### config.mk
export PLATFORM = sky130hd
export DESIGN_NAME = ic_test_sequencer
export DESIGN_NICKNAME = d
export VERILOG_FILES = /design/src/rtl/ic_test_sequencer.sv
export SDC_FILE = /design/constraint.sdc
export NUM_CORES = 1
export LEC_CHECK = 0
export CAP_MARGIN = 30
export CORE_MARGIN = 1
export CORE_UTILIZATION = 35
export DETAILED_ROUTE_END_ITERATION = 8
export PLACE_DENSITY = 0.58
export SLEW_MARGIN = 20
export SYNTH_ARGS = -nofsm -noshare
export SYNTH_HDL_FRONTEND = slang
export SYNTH_SLANG_ARGS = --single-unit
### constraint.sdc
create_clock -name clk -period 6.61 [get_ports clk]
set_input_delay 1.322 -clock clk [delete_from_list [all_inputs] [get_ports clk]]
set_output_delay 1.322 -clock clk [all_outputs]
set_load 0.1 [all_outputs]
### src/rtl/ic_test_sequencer.sv
// ic_test_sequencer
// Run controller for an N-input gate checker. An operator start press enables
// the checker for a fixed number of cycles (RUN_CYCLES), then the checker's
// pass/fail pair is sampled once and turned into a single sticky verdict plus
// saturating pass/fail tallies. The run is timed rather than edge-watched
// because the checker's flags are sticky and lag one sweep.
//
// Ports:
//   clk, reset       system clock, asynchronous active-high reset
//   start, abort     operator buttons (asynchronous levels, synchronised here)
//   pass, fail       checker result flags (clk domain)
//   checker_enable   drives checker enable, high for RUN_CYCLES cycles per run
//   busy             run in progress (RUN/SAMPLE/REPORT)
//   done, aborted    one-cycle pulses at verdict latch / abort
//   verdict_*        sticky outcome of the last completed run
//   pass_count       passing runs, saturating at 255
//   fail_count       failing or invalid runs, saturating at 255
module ic_test_sequencer #(
    parameter int              STEP_CYCLES = 50000000,
    parameter int              STEPS       = 32,
    parameter int              SWEEPS      = 3,
    // 64-bit so the default product (~4.8e9) does not overflow int
    parameter longint unsigned RUN_CYCLES  = 64'(SWEEPS) * 64'(STEPS) * (64'(STEP_CYCLES) + 64'd1),
    parameter int              TW          = 40
) (
    input  logic       clk,
    input  logic       reset,
    input  logic       start,
    input  logic       abort,
    input  logic       pass,
    input  logic       fail,
    output logic       checker_enable,
    output logic       busy,
    output logic       done,
    output logic       aborted,
    output logic       verdict_pass,
    output logic       verdict_fail,
    output logic       verdict_invalid,
    output logic [7:0] pass_count,
    output logic [7:0] fail_count
);

    localparam logic [TW-1:0] RUN_LAST = TW'(RUN_CYCLES - 64'd1);
    localparam logic [7:0]    CNT_MAX  = 8'hFF;

    typedef enum logic [1:0] {IDLE, RUN, SAMPLE, REPORT} state_t;

    state_t        state, nstate;
    logic [TW-1:0] timer;
    logic          start_s1, start_s2, start_s2_d, start_pulse;
    logic          abort_s1, abort_s2;
    logic          pass_r, fail_r;

    // State register
    always_ff @(posedge clk or posedge reset) begin
        if (reset) state <= IDLE;
        else       state <= nstate;
    end

    // Next-state logic; abort wins over timer expiry in RUN
    always_comb begin
        nstate = state;
        case (state)
            IDLE:    if (start_pulse && !abort_s2) nstate = RUN;
            RUN:     if (abort_s2)                 nstate = IDLE;
                     else if (timer == RUN_LAST)   nstate = SAMPLE;
            SAMPLE:  nstate = REPORT;
            REPORT:  nstate = IDLE;
            default: nstate = IDLE;
        endcase
    end

    // Outputs decoded from the state register, so they are glitch-free and
    // drop immediately when reset clears the state.
    always_comb begin
        checker_enable = (state == RUN);
        busy           = (state != IDLE);
    end

    // Synchronisers, run timer, verdicts, tallies and pulses
    always_ff @(posedge clk or posedge reset) begin
        if (reset) begin
            start_s1        <= 1'b0;
            start_s2        <= 1'b0;
            start_s2_d      <= 1'b0;
            start_pulse     <= 1'b0;
            abort_s1        <= 1'b0;
            abort_s2        <= 1'b0;
            timer           <= '0;
            pass_r          <= 1'b0;
            fail_r          <= 1'b0;
            done            <= 1'b0;
            aborted         <= 1'b0;
            verdict_pass    <= 1'b0;
            verdict_fail    <= 1'b0;
            verdict_invalid <= 1'b0;
            pass_count      <= 8'd0;
            fail_count      <= 8'd0;
        end else begin
            start_s1    <= start;
            start_s2    <= start_s1;
            start_s2_d  <= start_s2;
            // registered rising-edge detect: one pulse per press
            start_pulse <= start_s2 & ~start_s2_d;
            abort_s1    <= abort;
            abort_s2    <= abort_s1;
            done        <= 1'b0;
            aborted     <= 1'b0;
            case (state)
                IDLE: begin
                    if (start_pulse && !abort_s2) begin
                        verdict_pass    <= 1'b0;
                        verdict_fail    <= 1'b0;
                        verdict_invalid <= 1'b0;
                        timer           <= '0;
                    end
                end
                RUN: begin
                    if (abort_s2) aborted <= 1'b1;
                    else          timer   <= timer + 1'b1;
                end
                SAMPLE: begin
                    pass_r <= pass;
                    fail_r <= fail;
                end
                REPORT: begin
                    done <= 1'b1;
                    if (pass_r && !fail_r) begin
                        verdict_pass <= 1'b1;
                        if (pass_count != CNT_MAX) pass_count <= pass_count + 8'd1;
                    end else begin
                        if (!pass_r && fail_r) verdict_fail    <= 1'b1;
                        else                   verdict_invalid <= 1'b1;
                        if (fail_count != CNT_MAX) fail_count <= fail_count + 8'd1;
                    end
                end
                default: ;
            endcase
        end
    end

endmodule

======== Word-level counts from Yosys, hierarchy flattened ========
Index checks and enable logic that the tools add are counted.
storage, ports and cells
  register bits after elaboration ......... 71
  word-level logic and storage cells ...... 72
operators by class
  add/sub/neg operators ................... 3
  eq/ne operators ......................... 13
  muxes and demuxes ....................... 19
  bitwise gates (word level) .............. 3
  reduce and logical (&&, ||, !) cells .... 17
operators with widths
  cell                     count
  $mux W40                 2
  $pmux W40 S2             1
  $add A40 B1 Y40 const B  1
  $eq A40 B33 Y1 const B   1
  $add A8 B1 Y8 const B    2
  $ne A8 B8 Y1 const B     2
  $ne A2 B2 Y1 const B     6
  $reduce_and A3 Y1        4
  $mux W1                  9
  $pmux W2 S4              1
  $reduce_and A4 Y1        2
  $mux W2                  3
  $pmux W1 S2              3
  $reduce_bool A2 Y1       3
  $eq A2 B2 Y1 const B     2
  $logic_and A1 B1 Y1      3
  $logic_not A1 Y1         3
  $ne A3 B1 Y1 const B     1
  $eq A2 B1 Y1 const B     1
  $logic_not A2 Y1         1
  $not A1 Y1               2
  $reduce_and A2 Y1        1
  $and A1 B1 Y1            1

======== Longest topological paths before layout ========
Gate-level depths: netlist of run 1.
  word-level depth ........................ 5
  depth in mapped cells ................... 8

======== Least setup slack after synthesis of run 1 ========
OpenSTA, ideal clock, no wires.
  kind .................................... register to output
  from .................................... register state[0]
  to ...................................... output port checker_enable
  data arrival time ....................... 1.870 ns
  setup slack ............................. 3.418 ns
  cell stages (with the launch flop) ...... 3
  buffers on the path ..................... 1
  path through ............................ dfrtp_1 -> buf_4 -> nor2b_1
between the ends
  longest elaborated chain between the ends .. 1
ends and longest elaborated chain
  item                    line  RTL
  from (decl)             48    state_t state, nstate;
  from (signal assigned)  57    else state <= nstate;
  $eq A2 B1 Y1            76    checker_enable = (state == RUN);
  to (decl)               32    output logic checker_enable,
Every way passes these cells.

======== Worst setup path after layout of run 1 ========
Ends and elaborated chain as after synthesis.

==> results of run 1 <==
[final cells by class]
class / count / share of cell area [%]
Tap cell: 133 / 4.00
Timing Repair Buffer: 32 / 7.88
Inverter: 13 / 1.17
Sequential cell: 71 / 42.7
Clock inverter: 6 / 2.26
Clock buffer: 10 / 3.07
Multi-Input combinational cell: 258 / 38.9
[synthesized netlist by cell type, drive strengths merged]
cell / number / share of area, %
a211oi: 1 / 0.22
a21o: 1 / 0.22
a21oi: 21 / 3.0
a22o: 2 / 0.50
a311oi: 1 / 0.25
a31o: 1 / 0.25
a31oi: 1 / 0.18
a41o: 1 / 0.29
a41oi: 1 / 0.25
and2: 4 / 0.72
and3: 7 / 1.3
and4: 10 / 2.7
buf: 3 / 0.50
clkbuf: 7 / 0.75
dfrtp: 71 / 51
ha: 3 / 1.1
inv: 13 / 1.4
mux2: 3 / 0.97
nand2: 34 / 3.7
nand3: 21 / 3.7
nand3b: 1 / 0.22
nand4: 16 / 2.9
nand4b: 1 / 0.25
nand4bb: 1 / 0.32
nor2: 27 / 2.9
nor2b: 4 / 0.72
nor3: 8 / 1.2
nor4: 10 / 1.8
nor4b: 2 / 0.50
o21ai: 14 / 2.0
o22ai: 1 / 0.18
o31ai: 7 / 1.5
o41ai: 1 / 0.25
or2: 2 / 0.36
or3: 9 / 1.7
or4: 10 / 2.2
xnor2: 17 / 4.3
xor2: 15 / 3.8
[power groups by stage]
stage,clock network (W),registers [W],logic (W)
floorplan,0,0.000460,0.0000338
detailed placement,0,0.000461,0.0000471
finish,0.000391,0.000452,0.0000482
CTS,0.000402,0.000452,0.0000473
global placement,0,0.000460,0.0000468
global route,0.000417,0.000454,0.0000547
[cells by family after synthesis]
family          Yosys count  synth area share, %
simple gates            167                 27.1
fa+ha+maj                 3                 1.08
flops                    71                 51.0
xor+xnor                 32                 8.05
mux                       3                0.970
buf+inv                  23                 2.66
compound gates           53                 9.13
[worst max-delay path, cell delays in order (launching register included)]
cell and delay [ns]:
sky130_fd_sc_hd__dfrtp_1 0.50, sky130_fd_sc_hd__nor2b_1 0.30, sky130_fd_sc_hd__clkdlybuf4s50_1 1.19
[worst paths after layout]
path / from / end / depth (start not counted)
max: state[0]$_DFFE_PP0P_ / checker_enable / 2
min: start_s1$_DFF_PP0_ / start_s2$_DFF_PP0_ / 0
max reg2reg: register / timer[37]$_DFFE_PP0P_ / 5
min reg2reg: start_s1$_DFF_PP0_ / start_s2$_DFF_PP0_ / 0
max in group asynchronous: reset / timer[35]$_DFFE_PP0P_ / 4
min in group asynchronous: reset / timer[23]$_DFFE_PP0P_ / 3
[metrics by stage]
stage	cell area [um^2]	cells
2_1_floorplan	3480	352
3_3_place_gp	3910	505
3_5_place_dp	3910	505
4_1_cts	4130	521
5_1_grt	4160	523
6_report	4160	523
[state kept, by name, summed over array words and instances, names as in the netlist, named ones only]
register,count
aborted,1
abort_s1,1
fail_r,1
fail_count,8
verdict_fail,1
verdict_pass,1
pass_count,8
start_pulse,1
state,1
pass_r,1
timer,40
verdict_invalid,1
abort_s2,1
start_s1,1
start_s2,1
start_s2_d,1
done,1
[routing by layer]
metal | GRT usage, % | vias up
li1 | - | 1341
met1 | 22.0 | 1328
met2 | 24.8 | 49
met3 | 3.86 | 8
met4 | 5.24 | 0
met5 | 0 | -
==> metrics.txt, run 1 <==
# TYPE chip_impl_metric gauge
chip_impl_metric{name="multi_input_comb_area",unit="mm^2"} 0.00162
chip_impl_metric{name="detail_route.drc_violations",unit=""} 0
chip_impl_metric{name="drtIter0Drc",unit=""} 121
chip_impl_metric{name="boundaryPins",unit=""} 29
chip_impl_metric{name="total_switching_power",unit="W"} 0.000218
chip_impl_metric{name="detailedPlacementHpwl",unit="mm"} 4.90
chip_impl_metric{name="power.clock.fraction",unit="%"} 43.9
chip_impl_metric{name="reg2reg_slack",unit="ns"} 4.08
chip_impl_metric{name="tns",unit="ns"} 0
chip_impl_metric{name="dp_worst_setup_slack",unit="ns"} 3.34
chip_impl_info{name="setup.worst_path.end_class",value="output pin"} 1
chip_impl_info{name="unrepaired_setup_endpoints_after_global_routing",value="false"} 1
chip_impl_metric{name="met3_wirelength",unit="um"} 276
chip_impl_metric{name="postCtsHoldBufs",unit=""} 0
chip_impl_metric{name="cp_max_fo",unit=""} 10
chip_impl_info{name="clk_root_buffer_cell",value="sky130_fd_sc_hd__clkbuf_8"} 1
chip_impl_metric{name="combPwrFrac",unit="%"} 5.4
chip_impl_metric{name="max_clock_freq",unit="MHz"} 274
chip_impl_metric{name="ant_diodes",unit=""} 0
chip_impl_metric{name="die_h",unit="um"} 102
chip_impl_metric{name="worst_slew_pin_slew",unit="ns"} 0.982
chip_impl_info{name="worstHoldPathType",value="register to register"} 1
chip_impl_metric{name="postSynthAreaPerCell",unit="um^2"} 9.89
chip_impl_metric{name="detail_route.first_pass.iterations",unit=""} 4
chip_impl_metric{name="peakVddDrop",unit="mV"} 0.136
chip_impl_metric{name="skew",unit="ns"} 0.00955
chip_impl_info{name="cts_tree",value="yes"} 1
chip_impl_info{name="startpoint_type",value="register"} 1
chip_impl_metric{name="grt_antenna_before_repair",unit=""} 0
chip_impl_metric{name="cp_data_arrival_time",unit="ns"} 2.33
chip_impl_metric{name="pin_count_of_the_biggest_net_entering_global_routing",unit=""} 72
chip_impl_metric{name="design.final.nets",unit=""} 394
chip_impl_metric{name="leakagePower",unit="nW"} 1.72
chip_impl_metric{name="final.min_clock_period",unit="ns"} 3.65
chip_impl_metric{name="core_area",unit="mm^2"} 0.00968
chip_impl_metric{name="die_area",unit="mm^2"} 0.0103
chip_impl_metric{name="setup_slack",unit="ns"} 2.96
chip_impl_metric{name="report.final.hold_viol_count",unit=""} 0
chip_impl_metric{name="drive_gt1_share",unit="%"} 9.23
chip_impl_metric{name="ant_nets",unit=""} 0
chip_impl_metric{name="whs",unit="ns"} 0.357
chip_impl_metric{name="vias_per_cell",unit=""} 5.21
chip_impl_metric{name="worstPathRequired",unit="ns"} 5.29
chip_impl_info{name="most_common_cell_after_layout_fill_and_taps_aside",value="sky130_fd_sc_hd__dfrtp_1"} 1
chip_impl_metric{name="fin_total_pwr",unit="W"} 0.000892
chip_impl_metric{name="mappedNetlistNets",unit=""} 361
chip_impl_metric{name="seq_area",unit="mm^2"} 0.00178
chip_impl_metric{name="met2_wirelength",unit="mm"} 3.38
chip_impl_metric{name="cts-buffers-inserted",unit=""} 9
chip_impl_metric{name="route.layer.met1.wl",unit="mm"} 3.68
chip_impl_metric{name="synthesis.area",unit="mm^2"} 0.00348
chip_impl_metric{name="totalWireLength",unit="mm"} 7.43
chip_impl_metric{name="place_congestion",unit=""} 0.765
chip_impl_metric{name="grt_first_pass_wirelength",unit="mm"} 12.9
chip_impl_metric{name="cts_max_level",unit=""} 3
chip_impl_metric{name="overflow",unit=""} 0
chip_impl_metric{name="yosysWarningCount",unit=""} 0
chip_impl_metric{name="grt_pass1_vias",unit=""} 2678
chip_impl_metric{name="min_period_over_period",unit="%"} 55.3
chip_impl_metric{name="clock_sinks",unit=""} 71
chip_impl_metric{name="cts_repair_resize_count",unit=""} 0
chip_impl_info{name="timing.setup.critical_path_class",value="register to output pin"} 1
chip_impl_metric{name="post-cts-setup-buffers",unit=""} 0
chip_impl_info{name="layout.cells.most_common_list",value="sky130_fd_sc_hd__dfrtp_1 (71), sky130_fd_sc_hd__nand2_1 (34), sky130_fd_sc_hd__clkdlybuf4s50_1 (28)"} 1
chip_impl_metric{name="horizontal_die_dimension",unit="um"} 102
chip_impl_metric{name="power.sequential.fraction",unit="%"} 50.7
chip_impl_metric{name="clk_transition_reported_paths",unit="ns"} 0.07
chip_impl_metric{name="finalSetupViolCount",unit=""} 0
chip_impl_info{name="topRoutingLayerUsed",value="met4"} 1
chip_impl_metric{name="routed_wire_length_per_instance",unit="um"} 14.2
chip_impl_metric{name="post-route-util",unit="%"} 42.9
chip_impl_metric{name="groute.usage.overall",unit="%"} 16.0
chip_impl_metric{name="synth-seq-cells",unit=""} 71
chip_impl_metric{name="nFillCells",unit=""} 948
chip_impl_metric{name="cellPowerDensity",unit="mW/mm^2"} 214
chip_impl_metric{name="seq_area_frac_synth",unit="%"} 51.0
chip_impl_metric{name="relSlewSlack",unit="%"} 34.3
chip_impl_metric{name="intPower",unit="W"} 0.000674
chip_impl_metric{name="timing.max_cap.violations",unit=""} 0
chip_impl_metric{name="cts_buffer_depth",unit=""} 2
chip_impl_metric{name="sw_frac_of_total",unit="%"} 24.4
chip_impl_metric{name="netlist-cell-type-count",unit=""} 44
chip_impl_metric{name="postSynthCellCount",unit=""} 352
chip_impl_metric{name="area_growth",unit="%"} 19.5
chip_impl_metric{name="slew_violations",unit=""} 0
chip_impl_info{name="status",value="completed"} 1
chip_impl_metric{name="detailroute.via_count",unit=""} 2726
chip_impl_metric{name="rows",unit=""} 36
chip_impl_metric{name="place.port_buffers",unit=""} 28
chip_impl_metric{name="initial_core_util",unit="%"} 35.9
chip_impl_metric{name="clk-insertion-delay-late",unit="ns"} 0.35
(Power assumes the default switching activity.)
==> inputs of run 2 (changes only) <==
==> constraint.sdc (replaced) <==
create_clock -name clk -period 3.4 [get_ports clk]
set_input_delay 0.68 -clock clk [delete_from_list [all_inputs] [get_ports clk]]
set_output_delay 0.68 -clock clk [all_outputs]
set_load 0.1 [all_outputs]
==> metrics.txt, run 2 (synthesized netlist as in run 1, its figures left out) <==
# TYPE chip_impl_metric gauge
chip_impl_info{name="status",value="completed"} 1
chip_impl_metric{name="horizontal_die_dimension",unit="um"} 102
chip_impl_info{name="cts_tree",value="yes"} 1
chip_impl_metric{name="tns",unit="ns"} 0
chip_impl_metric{name="detail_route.first_pass.iterations",unit=""} 5
chip_impl_metric{name="post_layout_nonfiller_instances",unit=""} 522
chip_impl_metric{name="worst_slew_pin_slew",unit="ns"} 0.978
chip_impl_metric{name="area_growth",unit="%"} 17.9
chip_impl_metric{name="finalSetupViolCount",unit=""} 0
chip_impl_metric{name="nFillCells",unit=""} 985
chip_impl_metric{name="vias_per_cell",unit=""} 5.22
chip_impl_metric{name="post-route-util",unit="%"} 42.4
chip_impl_info{name="unrepaired_setup_endpoints_after_global_routing",value="false"} 1
chip_impl_metric{name="slew_violations",unit=""} 0
chip_impl_metric{name="overflow",unit=""} 0
chip_impl_info{name="setup.worst_path.end_class",value="output pin"} 1
chip_impl_info{name="crit_slowest_cell",value="sky130_fd_sc_hd__clkdlybuf4s50_1"} 1
chip_impl_metric{name="totalWireLength",unit="mm"} 7.38
chip_impl_metric{name="leakagePower",unit="nW"} 1.75
chip_impl_metric{name="peakVddDrop",unit="mV"} 0.232
chip_impl_metric{name="crit_path_max_incr_delay",unit="ns"} 1.14
chip_impl_info{name="startpoint_type",value="register"} 1
chip_impl_metric{name="multi_input_comb_area",unit="mm^2"} 0.00162
chip_impl_metric{name="critPathBufInv",unit=""} 1
chip_impl_metric{name="grt_first_pass_wirelength",unit="mm"} 12.8
chip_impl_metric{name="grt_pass1_vias",unit=""} 2590
chip_impl_metric{name="setup_slack",unit="ns"} 0.844
chip_impl_metric{name="seq_area",unit="mm^2"} 0.00178
chip_impl_metric{name="relSlewSlack",unit="%"} 34.6
chip_impl_info{name="timing.critical_path.cells",value="clkdlybuf4s50_1"} 1
chip_impl_metric{name="drive_gt1_share",unit="%"} 13.9
chip_impl_metric{name="cellPowerDensity",unit="mW/mm^2"} 426
chip_impl_metric{name="min_period_over_period",unit="%"} 75.2
chip_impl_info{name="worstHoldPathType",value="register to register"} 1
chip_impl_info{name="cpLargestDelayFamily",value="buffers and inverters"} 1
chip_impl_metric{name="clk_transition_reported_paths",unit="ns"} 0.09
chip_impl_metric{name="cp_data_arrival_time",unit="ns"} 1.88
chip_impl_metric{name="cts_max_level",unit=""} 3
chip_impl_metric{name="pin_count_of_the_biggest_net_entering_global_routing",unit=""} 72
chip_impl_metric{name="dp_worst_setup_slack",unit="ns"} 0.930
chip_impl_metric{name="groute.usage.overall",unit="%"} 16.0
chip_impl_info{name="top_flop_regs",value="timer x40, fail_count x8, pass_count x8"} 1
chip_impl_metric{name="final.min_clock_period",unit="ns"} 2.56
chip_impl_metric{name="grt_antenna_before_repair",unit=""} 0
chip_impl_metric{name="initial_core_util",unit="%"} 35.9
chip_impl_metric{name="cp_max_fo",unit=""} 2
chip_impl_metric{name="place.port_buffers",unit=""} 28
chip_impl_info{name="cp-startpoint",value="verdict_fail$_DFFE_PP0P_"} 1
chip_impl_metric{name="largest_register_ffs",unit=""} 40
chip_impl_metric{name="ant_diodes",unit=""} 0
chip_impl_metric{name="detail_route.drc_violations",unit=""} 0
chip_impl_metric{name="cts_repair_resize_count",unit=""} 0
chip_impl_metric{name="cts_buffer_depth",unit=""} 2
chip_impl_metric{name="report.final.hold_viol_count",unit=""} 0
chip_impl_metric{name="detailroute.via_count",unit=""} 2723
chip_impl_metric{name="postCtsHoldBufs",unit=""} 0
chip_impl_metric{name="rows",unit=""} 36
chip_impl_info{name="clk_root_buffer_cell",value="sky130_fd_sc_hd__clkbuf_8"} 1
chip_impl_info{name="min_from",value="start_s1$_DFF_PP0_"} 1
chip_impl_metric{name="detailedPlacementHpwl",unit="mm"} 5.04
chip_impl_info{name="timing.setup.critical_path_class",value="register to output pin"} 1
chip_impl_metric{name="max_clock_freq",unit="MHz"} 391
chip_impl_metric{name="skew",unit="ns"} 0.0117
chip_impl_metric{name="clock_sinks",unit=""} 71
chip_impl_metric{name="boundaryPins",unit=""} 29
chip_impl_metric{name="drtIter0Drc",unit=""} 120
chip_impl_metric{name="post-cts-setup-buffers",unit=""} 0
chip_impl_info{name="layout.cells.most_common_list",value="sky130_fd_sc_hd__dfrtp_1 (71), sky130_fd_sc_hd__nand2_1 (34), sky130_fd_sc_hd__nor2_1 (27)"} 1
chip_impl_metric{name="timing.max_cap.violations",unit=""} 0
chip_impl_metric{name="worstPathRequired",unit="ns"} 2.72
chip_impl_metric{name="clk-insertion-delay-late",unit="ns"} 0.36
chip_impl_metric{name="cts-buffers-inserted",unit=""} 9
chip_impl_metric{name="die_h",unit="um"} 102
chip_impl_metric{name="core_area",unit="mm^2"} 0.00968
chip_impl_info{name="most_common_cell_after_layout_fill_and_taps_aside",value="sky130_fd_sc_hd__dfrtp_1"} 1
chip_impl_metric{name="design.final.nets",unit=""} 393
chip_impl_metric{name="ant_nets",unit=""} 0
chip_impl_info{name="most_flop_heavy_register",value="timer"} 1
chip_impl_metric{name="routed_wire_length_per_instance",unit="um"} 14.1
chip_impl_metric{name="number_of_instances_in_the_placed_design",unit=""} 506
chip_impl_metric{name="place_congestion",unit=""} 0.771
chip_impl_metric{name="die_area",unit="mm^2"} 0.0103
[run 2: per-stage QoR]
stage | power (W) | instance area (um^2) | hold slack [ns]
floorplan | 0.000959 | 3480 | 0.331
global placement | 0.000989 | 3880 | 0.334
detailed placement | 0.000991 | 3880 | 0.340
CTS | 0.00177 | 4110 | 0.361
global route | 0.00182 | 4110 | 0.378
finish | 0.00175 | 4110 | 0.370
[run 2: worst paths after layout]
| kind | slack, ns | cells past startpoint | endpoint |
|---|---|---|---|
| hold / removal | 0.37 | 0 | start_s2$_DFF_PP0_ |
| setup / recovery | 0.84 | 1 | verdict_fail |
| min in group asynchronous | 0.71 | 3 | pass_count[4]$_DFFE_PP0P_ |
| setup reg to reg | 0.88 | 5 | timer[35]$_DFFE_PP0P_ |
| max in group asynchronous | 2.37 | 3 | timer[24]$_DFFE_PP0P_ |
| hold reg to reg | 0.37 | 0 | start_s2$_DFF_PP0_ |
[run 2: layer usage]
layer | share of wire, % | global-route usage, % | vias to the layer above
met5 | 0 | 0 | -
met4 | 1.9 | 6.13 | 0
met3 | 4.1 | 4.14 | 12
met2 | 45 | 24.1 | 55
met1 | 49 | 21.9 | 1306
li1 | - | - | 1350
[run 2: layout make-up]
type | count | area share (%)
flip-flops and latches | 71 | 43.3
multi-input cells | 258 | 39.4
repair buffers | 31 | 6.58
well taps | 133 | 4.05
clock buffers | 9 | 3.02
clock inverters | 7 | 2.47
inverters | 13 | 1.19
[run 2: report_power, final]
part	internal, W	switching, W
logic	0.0000299	0.0000632
clock network	0.000421	0.000356
registers	0.000860	0.0000186
[run 2: worst reg2reg max path: stages (launching register included)]
cell and delay [ns]:
sky130_fd_sc_hd__dfrtp_1 0.46, sky130_fd_sc_hd__nor2_1 0.45, sky130_fd_sc_hd__nand3_1 0.16, sky130_fd_sc_hd__or4_1 0.65, sky130_fd_sc_hd__or4_1 0.56, sky130_fd_sc_hd__a21oi_1 0.17
